$ cat src/rtl/core_lsu.sv
// Load/store unit: computes the effective address, validates width and alignment,
// issues a word read or a posted byte-enabled write, and returns extended load data or a fault.
module core_lsu #(
  parameter int AW             = 32,
  parameter int DW             = 32,
  parameter int TIMEOUT_CYCLES = 255
) (
  input  logic          i_clk,
  input  logic          i_rst_n,
  input  logic          i_clk_en,
  input  logic          i_valid,
  input  logic          i_is_load,
  input  logic          i_is_store,
  input  logic [2:0]    i_funct3,
  input  logic [AW-1:0] i_base,
  input  logic [AW-1:0] i_offset,
  input  logic [DW-1:0] i_store_data,
  input  logic [4:0]    i_rd,
  output logic          o_busy,
  output logic          o_mem_read,
  output logic [AW-1:0] o_mem_read_addr,
  input  logic [DW-1:0] i_mem_read_data,
  input  logic          i_mem_ack,
  output logic          o_mem_write,
  output logic [AW-1:0] o_mem_write_addr,
  output logic [3:0]    o_mem_byte_en,
  output logic [DW-1:0] o_mem_write_data,
  output logic          o_wb_valid,
  output logic [4:0]    o_wb_rd,
  output logic [DW-1:0] o_wb_data,
  output logic          o_exc,
  output logic [2:0]    o_exc_cause,
  output logic [AW-1:0] o_exc_addr
);

  typedef enum logic [1:0] {IDLE, LOAD_REQ, STORE, RESP} state_t;

  localparam logic [15:0] TO_LAST = 16'(TIMEOUT_CYCLES - 1);

  state_t        state_reg, state_next;
  logic [AW-1:0] ea_reg, ea_next;
  logic [2:0]    funct3_reg, funct3_next;
  logic [4:0]    rd_reg, rd_next;
  logic [15:0]   cnt_reg, cnt_next;

  logic          mem_read_reg, mem_read_next;
  logic [AW-1:0] read_addr_reg, read_addr_next;
  logic          mem_write_reg, mem_write_next;
  logic [AW-1:0] write_addr_reg, write_addr_next;
  logic [3:0]    byte_en_reg, byte_en_next;
  logic [DW-1:0] write_data_reg, write_data_next;
  logic          wb_valid_reg, wb_valid_next;
  logic [4:0]    wb_rd_reg, wb_rd_next;
  logic [DW-1:0] wb_data_reg, wb_data_next;
  logic          exc_reg, exc_next;
  logic [2:0]    exc_cause_reg, exc_cause_next;
  logic [AW-1:0] exc_addr_reg, exc_addr_next;

  logic [AW-1:0] ea_in;
  logic          accept, load_f3_ok, store_f3_ok, illegal, misaligned, timeout_hit;
  logic [3:0]    st_be;
  logic [DW-1:0] st_data;
  logic [7:0]    ld_byte;
  logic [15:0]   ld_half;
  logic [DW-1:0] ld_ext;

  assign ea_in       = i_base + i_offset;
  assign accept      = (state_reg == IDLE) && i_valid && (i_is_load || i_is_store);
  assign load_f3_ok  = i_funct3 inside {3'd0, 3'd1, 3'd2, 3'd4, 3'd5};
  assign store_f3_ok = i_funct3 inside {3'd0, 3'd1, 3'd2};
  assign illegal     = (i_is_load && i_is_store) || (i_is_load && !load_f3_ok) ||
                       (i_is_store && !store_f3_ok);
  assign misaligned  = ((i_funct3[1:0] == 2'b01) && ea_in[0]) ||
                       ((i_funct3[1:0] == 2'b10) && (ea_in[1:0] != 2'b00));
  assign timeout_hit = (cnt_reg == TO_LAST);

  // Per-lane store steering: each byte lane picks its enable and source byte from the access size.
  for (genvar gi = 0; gi < 4; gi++) begin : g_lane
    assign st_be[gi] = (i_funct3[1:0] == 2'b00) ? (ea_in[1:0] == 2'(gi)) :
                       (i_funct3[1:0] == 2'b01) ? (ea_in[1] == 1'(gi / 2)) : 1'b1;
    assign st_data[8*gi +: 8] = (i_funct3[1:0] == 2'b00) ? i_store_data[7:0] :
                                (i_funct3[1:0] == 2'b01) ? i_store_data[8*(gi % 2) +: 8] :
                                i_store_data[8*gi +: 8];
  end

  assign ld_byte = i_mem_read_data[{ea_reg[1:0], 3'b000} +: 8];
  assign ld_half = i_mem_read_data[{ea_reg[1], 4'b0000} +: 16];

  always_comb begin
    case (funct3_reg)
      3'd0:    ld_ext = {{24{ld_byte[7]}}, ld_byte};
      3'd1:    ld_ext = {{16{ld_half[15]}}, ld_half};
      3'd4:    ld_ext = {24'h0, ld_byte};
      3'd5:    ld_ext = {16'h0, ld_half};
      default: ld_ext = i_mem_read_data;
    endcase
  end

  always_ff @(posedge i_clk) begin
    if (!i_rst_n)      state_reg <= IDLE;
    else if (i_clk_en) state_reg <= state_next;
  end

  always_comb begin
    state_next = state_reg;
    case (state_reg)
      IDLE: begin
        if (accept) begin
          if (illegal || misaligned) state_next = RESP;
          else if (i_is_load)        state_next = LOAD_REQ;
          else                       state_next = STORE;
        end
      end
      LOAD_REQ: if (i_mem_ack || timeout_hit) state_next = RESP;
      default:  state_next = IDLE;
    endcase
  end

  always_comb begin
    ea_next         = ea_reg;
    funct3_next     = funct3_reg;
    rd_next         = rd_reg;
    cnt_next        = '0;
    mem_read_next   = 1'b0;
    read_addr_next  = read_addr_reg;
    mem_write_next  = 1'b0;
    write_addr_next = write_addr_reg;
    byte_en_next    = byte_en_reg;
    write_data_next = write_data_reg;
    wb_valid_next   = 1'b0;
    wb_rd_next      = wb_rd_reg;
    wb_data_next    = wb_data_reg;
    exc_next        = 1'b0;
    exc_cause_next  = exc_cause_reg;
    exc_addr_next   = exc_addr_reg;
    case (state_reg)
      IDLE: begin
        if (accept) begin
          ea_next     = ea_in;
          funct3_next = i_funct3;
          rd_next     = i_rd;
          if (illegal) begin
            exc_next       = 1'b1;
            exc_cause_next = 3'd3;
            exc_addr_next  = ea_in;
          end else if (misaligned) begin
            exc_next       = 1'b1;
            exc_cause_next = i_is_load ? 3'd1 : 3'd2;
            exc_addr_next  = ea_in;
          end else if (i_is_load) begin
            mem_read_next  = 1'b1;
            read_addr_next = {ea_in[AW-1:2], 2'b00};
          end else begin
            mem_write_next  = 1'b1;
            write_addr_next = {ea_in[AW-1:2], 2'b00};
            byte_en_next    = st_be;
            write_data_next = st_data;
          end
        end
      end
      LOAD_REQ: begin
        // An ack arriving in the final allowed cycle still completes the load.
        if (i_mem_ack) begin
          wb_valid_next = 1'b1;
          wb_rd_next    = rd_reg;
          wb_data_next  = (rd_reg == 5'd0) ? '0 : ld_ext;
        end else if (timeout_hit) begin
          exc_next       = 1'b1;
          exc_cause_next = 3'd4;
          exc_addr_next  = ea_reg;
        end else begin
          mem_read_next = 1'b1;
          cnt_next      = cnt_reg + 16'd1;
        end
      end
      default: ;
    endcase
  end

  always_ff @(posedge i_clk) begin
    if (!i_rst_n) begin
      ea_reg         <= '0;
      funct3_reg     <= '0;
      rd_reg         <= '0;
      cnt_reg        <= '0;
      mem_read_reg   <= 1'b0;
      read_addr_reg  <= '0;
      mem_write_reg  <= 1'b0;
      write_addr_reg <= '0;
      byte_en_reg    <= '0;
      write_data_reg <= '0;
      wb_valid_reg   <= 1'b0;
      wb_rd_reg      <= '0;
      wb_data_reg    <= '0;
      exc_reg        <= 1'b0;
      exc_cause_reg  <= '0;
      exc_addr_reg   <= '0;
    end else if (i_clk_en) begin
      ea_reg         <= ea_next;
      funct3_reg     <= funct3_next;
      rd_reg         <= rd_next;
      cnt_reg        <= cnt_next;
      mem_read_reg   <= mem_read_next;
      read_addr_reg  <= read_addr_next;
      mem_write_reg  <= mem_write_next;
      write_addr_reg <= write_addr_next;
      byte_en_reg    <= byte_en_next;
      write_data_reg <= write_data_next;
      wb_valid_reg   <= wb_valid_next;
      wb_rd_reg      <= wb_rd_next;
      wb_data_reg    <= wb_data_next;
      exc_reg        <= exc_next;
      exc_cause_reg  <= exc_cause_next;
      exc_addr_reg   <= exc_addr_next;
    end
  end

  assign o_busy           = (state_reg != IDLE);
  assign o_mem_read       = mem_read_reg;
  assign o_mem_read_addr  = read_addr_reg;
  assign o_mem_write      = mem_write_reg;
  assign o_mem_write_addr = write_addr_reg;
  assign o_mem_byte_en    = byte_en_reg;
  assign o_mem_write_data = write_data_reg;
  assign o_wb_valid       = wb_valid_reg;
  assign o_wb_rd          = wb_rd_reg;
  assign o_wb_data        = wb_data_reg;
  assign o_exc            = exc_reg;
  assign o_exc_cause      = exc_cause_reg;
  assign o_exc_addr       = exc_addr_reg;

endmodule

$ cat config.mk
export PLATFORM = sky130hd
export DESIGN_NAME = core_lsu
export DESIGN_NICKNAME = d
export VERILOG_FILES = /design/src/rtl/core_lsu.sv
export SDC_FILE = /design/constraint.sdc
export NUM_CORES = 1
export LEC_CHECK = 0
export BUFFER_PORTS_ARGS = -buffer_cell sky130_fd_sc_hd__buf_2
export CAP_MARGIN = 15
export CORE_MARGIN = 4
export CORE_UTILIZATION = 44
export DETAILED_ROUTE_END_ITERATION = 8
export GPL_TIMING_DRIVEN = 0
export PLACE_DENSITY = 0.8
export SETUP_SLACK_MARGIN = 0.4
export SYNTH_ARGS = -nofsm -noshare
export SYNTH_HDL_FRONTEND = slang
export SYNTH_SLANG_ARGS = --single-unit
$ cat constraint.sdc
create_clock -name i_clk -period 2.9 [get_ports i_clk]
set_clock_uncertainty 0.1 [all_clocks]
set_input_delay 0.58 -clock i_clk [delete_from_list [all_inputs] [get_ports i_clk]]
set_output_delay 0.58 -clock i_clk [all_outputs]
set_load 0.01 [all_outputs]
# Word-level counts from Yosys, hierarchy flattened
# Cells that the tools add are included.
dict set report totals {
  register_bits 230
  word_cells 130
}
dict set report op_classes {
  n_addsub 2
  n_eq_ne 19
  shift 2
  muxes 54
  n_bitwise 4
  reduce_logical 32
}
# op n
set ops {}
lappend ops {{2-to-1 mux 32 bit} 6}
lappend ops {{one-hot mux 32 bit (4 select lines)} 1}
lappend ops {{one-hot mux 32 bit (2 select lines)} 1}
lappend ops {{2-to-1 mux 16 bit} 3}
lappend ops {{2-to-1 mux 8 bit} 5}
lappend ops {{adder 32 bit} 1}
lappend ops {{variable part select 32 x 6 -> 16 bit} 1}
lappend ops {{variable part select 32 x 6 -> 8 bit} 1}
lappend ops {{2-to-1 mux 1 bit} 24}
lappend ops {{AND reduction 6 bit} 3}
lappend ops {{adder 16 x 1 -> 16 bit, second input constant} 1}
lappend ops {{== test 16 x 8 -> 1 bit, second input constant} 1}
lappend ops {{2-to-1 mux 3 bit} 5}
lappend ops {{== test 3 bit, second input constant} 4}
lappend ops {{2-to-1 mux 2 bit} 5}
lappend ops {{AND reduction 3 bit} 3}
lappend ops {{!= test 2 bit, second input constant} 4}
lappend ops {{logical AND 1 bit} 7}
lappend ops {{== test 2 x 1 -> 1 bit, second input constant} 3}
lappend ops {{== test 2 bit, second input constant} 3}
lappend ops {{== test 3 x 1 -> 1 bit, second input constant} 2}
lappend ops {{logical NOT 2 bit} 3}
lappend ops {{logical NOT 3 bit} 2}
lappend ops {{logical OR 1 bit} 6}
lappend ops {{other kinds (11)} 18}

# Depth between registers and ports, before layout
dict set report depth {
  ltp_word 10
  depth_mapped 11
  depth_no_buf 10
}

# Least setup slack after synthesis
# OpenSTA, ideal clock, no wires.
dict set report synth_path {
  path_type {input-to-reg}
  from {in i_base[0]}
  to {reg ea_reg[28]}
  arrival_ps 2897
  required_time_ps 2677
  path_slack_ps -220
  path_stages 10
  path_cell_list {ha_1 -> fa_1 -> a211oi_1 -> o21ai_1 -> o2111a_1 -> o211ai_2 -> a21oi_1 -> or4_1 -> nand3_1 -> o21ai_0}
}
dict set report synth_between {
  elab_chain_len 1
}
# element line
set synth_lines {}
lappend synth_lines {{start, declared} 15} ;# input logic [AW-1:0] i_base,
lappend synth_lines {{adder 32 bit} 67} ;# assign ea_in = i_base + i_offset;
lappend synth_lines {{end signal, assigned} 199} ;# ea_reg <= ea_next;
lappend synth_lines {{end, declared} 41} ;# logic [AW-1:0] ea_reg, ea_next;
# No other way between the ends.
# A chain may end at the register's enable or synchronous reset.

# Worst setup path in the final report
dict set report layout_path {
  from {in i_offset[1]}
  to {reg write_addr_reg[11] (netlist: o_mem_write_addr[11])}
}
dict set report layout_between {
  elab_chain_len 6
}
# element line
set layout_lines {}
lappend layout_lines {{start, declared} 16} ;# input logic [AW-1:0] i_offset,
lappend layout_lines {{adder 32 bit (*)} 67}
lappend layout_lines {{nonzero test 2 bit} 74} ;# ((i_funct3[1:0] == 2'b10) && (ea_in[1:0] != 2'b00));
lappend layout_lines {{logical AND 1 bit} 74}
lappend layout_lines {{logical OR 1 bit} 73} ;# assign misaligned = ((i_funct3[1:0] == 2'b01) && ea_in[0]) ||
lappend layout_lines {{NOT 1 bit (no source line)} -}
lappend layout_lines {{AND reduction 6 bit (no source line)} -}
lappend layout_lines {{end signal, assigned} 206} ;# write_addr_reg <= write_addr_next;
lappend layout_lines {{end, declared} 49} ;# logic [AW-1:0] write_addr_reg, write_addr_next;
# Mark *: on every way between the ends. The rest lies on a longest branch, timed or not.

==> impl_metrics.py <==
metrics = {
    "timing": {
        "fin_crit_ns": 2.619,
        "fin_ws_ns": 0.2806,
        "hold_viol": 0,
        "fmax_mhz": 381.8,
        "fin_crit_sh_pct": 90.32,
        "maxSlewViolCount": 0,
        "worst_pin_slew_ns": 0.8221,
        "slew_headroom_pct": 45.19,
        "rsz0062_at_grt": "yes",
        "setup_viol": 0,
    },
    "power": {
        "vdd_ir_drop_max_mv": 0.4113,
        "p_leak_nw": 6.553,
        "p_per_area_mw_per_mm2": 593.2,
    },
    "synthesis": {
        "ys_async_sr_fraction_pct": 0,
        "synth_edf_count": 0,
        "synthCells": 1464,
        "yosys.cell_types.count": 73,
        "yosysSeqAreaShare_pct": 40.28,
        "yosysWarnings": 0,
        "yosysTopAreaCell": "dfxtp_1",
        "synthTopCellsByArea": "dfxtp_1 (40%), nand2_1 (7.8%), a21oi_1 (7.3%), nor2_1 (6.4%), o21ai_0 (4.1%)",
        "synth_top_area_share_pct": 40.28,
        "synth_area_mm2": 0.01143,
        "avgSynthCellArea_um2": 7.807,
        "ys_ff_latch": 230,
        "synth_ff_type": "dfxtp_1",
    },
    "layout": {
        "finalNonFillerCells": 2184,
        "final_cell_mix": "buf_2 (314), nand2_1 (229), dfxtp_1 (224)",
        "n_antenna_cell": 0,
        "mostFrequentLayoutCell": "buf_2",
        "drive_gt1_share_pct": 32.36,
        "area_delta_synth_final_pct": 37.30,
        "nNetsFinal": 2012,
    },
    "routing": {
        "drt_iter0_drc": 1463,
        "vias": 12898,
        "first_pass_iters": 8,
        "final_antenna_net_count": 0,
        "routed_wl_um": 44890,
        "drc": 0,
        "routed_via_density": 5.906,
        "wl_per_cell_um": 20.55,
    },
    "floorplan": {
        "core_area_mm2": 0.02540,
        "die_x_um": 169.2,
        "row_count": 58,
        "start_util_pct": 45.00,
        "pin_count": 320,
        "die-area_mm2": 0.02862,
        "die_h_um": 169.2,
    },
    "critical_path": {
        "r2r-start": "state_reg[1]",
        "worst_setup_path_start_kind": "input port",
        "crit_start": "i_offset[1]",
        "reg2reg_slack_ns": 0.45,
        "r2r_end": "o_mem_read_addr[17]",
        "end_kind": "flop",
        "worstPathArrival_ns": 2.90,
        "endpoint": "o_mem_write_addr[11]",
        "cp_max_fo": 4,
        "worstPathRequired_ns": 3.18,
        "crit_type": "in -> reg",
        "rr_worst_depth": 10,
    },
    "grt": {
        "track_usage_pct": 28.63,
        "antenna_found_initial": 0,
        "grt_max_degree": 15,
        "grt_pass1_wl_um": 66260,
        "overflow": 0,
        "grt_pass1_vias": 11900,
    },
    "run": {
        "cap_violations": 0,
    },
    "status": {
        "status": "completed",
    },
    "clock_tree": {
        "clkTransAtPathRegs_ns": 0.06,
        "cts_tree": "done",
        "cts_buffers": 25,
        "cts_root_buffer": "clkbuf_16",
        "h-tree-depth": 1,
        "cts.path.max_buffers": 3,
        "cts.sinks": 230,
        "insertion_delay_ns": 0.52,
    },
    "placement": {
        "io_buffer_count": 313,
        "place_inst": 2110,
        "pre_cts_ws_ns": -0.4540,
        "place.gp.congestion": 0.9538,
        "post-dp-hpwl_um": 32750,
    },
    "worst_hold_path": {
        "hold_path_class": "in -> reg",
    },
}
## cell families after synthesis
group / count (synthesis) / synth area share [%]
buffers and inverters: 125 / 4.674
muxes: 30 / 2.726
and+or+nand+nor: 573 / 21.61
AOI/OAI and AO/OA: 434 / 24.05
adders and majority gates: 34 / 3.788
other: 1 / 0.03281
xor gates and xnor gates: 37 / 2.835
DFF: 230 / 40.28
## worst max-delay path, stage by stage
cell,delay (ns)
buf_8,0.10
ha_4,0.22
a211o_1,0.35
a2111oi_4,0.49
o21ai_4,0.13
a31oi_4,0.28
buf_4,0.18
xor2_4,0.21
nor2_1,0.10
a21oi_1,0.18
nor2_1,0.07
## cells in the mapped netlist, types with 6 or more instances
cell	n
a311oi_1	10
a2111oi_0	8
a31oi_1	10
buf_2	10
buf_4	6
nand3_1	36
mux2i_1	21
o21ai_0	93
xor2_1	22
o21a_1	23
buf_1	8
o22ai_1	8
inv_1	13
a21o_1	18
nor2_1	194
a21oi_1	166
o41ai_1	7
nand2_1	236
and3_1	11
o21ai_1	8
xnor2_1	15
clkbuf_1	83
and2_1	11
ha_1	33
nand2b_1	8
or3_1	9
a211oi_1	25
nand4_1	14
mux2_2	9
dfxtp_1	230
nor3_1	25
## per-stage QoR
step | power [W] | utilization, % | setup TNS, ns | hold WS [ns] | instance area [um^2]
floorplan | 0.004676 | - | 0 | 0.3322 | 11930
global placement | 0.005314 | 54.75 | -33.41 | 0.3354 | 13910
detailed placement | 0.005351 | 54.75 | -37.51 | 0.3397 | 13910
CTS | 0.009115 | 60.02 | 0 | 0.1858 | 15250
finish | 0.009309 | 61.78 | 0 | 0.1996 | 15690
global route | 0.009598 | 61.78 | 0 | 0.1910 | 15690
## routing by layer
layer	track usage [%]	share of wire (%)	vias to the layer above
li1	-	-	5891
met5	0	0	-
met2	48.18	47	843
met4	12.36	5.1	0
met3	5.055	11	164
met1	36.23	37	6000
## worst min path at each step
stage                       start       endpoint  slack [ns]  cells after the start
finish                    i_rd[4]      rd_reg[4]        0.20                      3
global route              i_rd[4]      rd_reg[4]        0.19                      3
CTS                       i_rd[4]      rd_reg[4]        0.19                      3
detailed placement  o_wb_data[16]  o_wb_data[16]        0.34                      2
global placement    o_wb_data[20]  o_wb_data[20]        0.34                      2
floorplan              ea_reg[26]     ea_reg[26]        0.33                      2
## final cells by class
type | instances | area [um^2]
clock buffer | 30 | 654.4
timing repair buffer | 341 | 1824
multi-input combinational | 1112 | 7226
inverter | 14 | 52.55
fill | 2154 | 9707
clock inverter | 16 | 295.3
buffer | 111 | 608.1
sequential | 230 | 4619
tap | 330 | 412.9
## power by group
group / internal (W) / leakage [nW] / total (W) / switching [W]
Combinational: 0.000832 / 4.23 / 0.00219 / 0.00136
Sequential: 0.00332 / 1.87 / 0.00343 / 0.000112
Clock: 0.00233 / 0.454 / 0.00368 / 0.00136
## repair_timing
| action | CTS | global route |
|---|---|---|
| hold buffers | 0 | 0 |
| gates resized for setup | 56 | 97 |
| pin swaps | 27 | 54 |
| buffers inserted | 14 | 14 |
| endpoints found under the setup margin | 163 | 113 |
No activity file was read; power rests on OpenSTA's default activity.
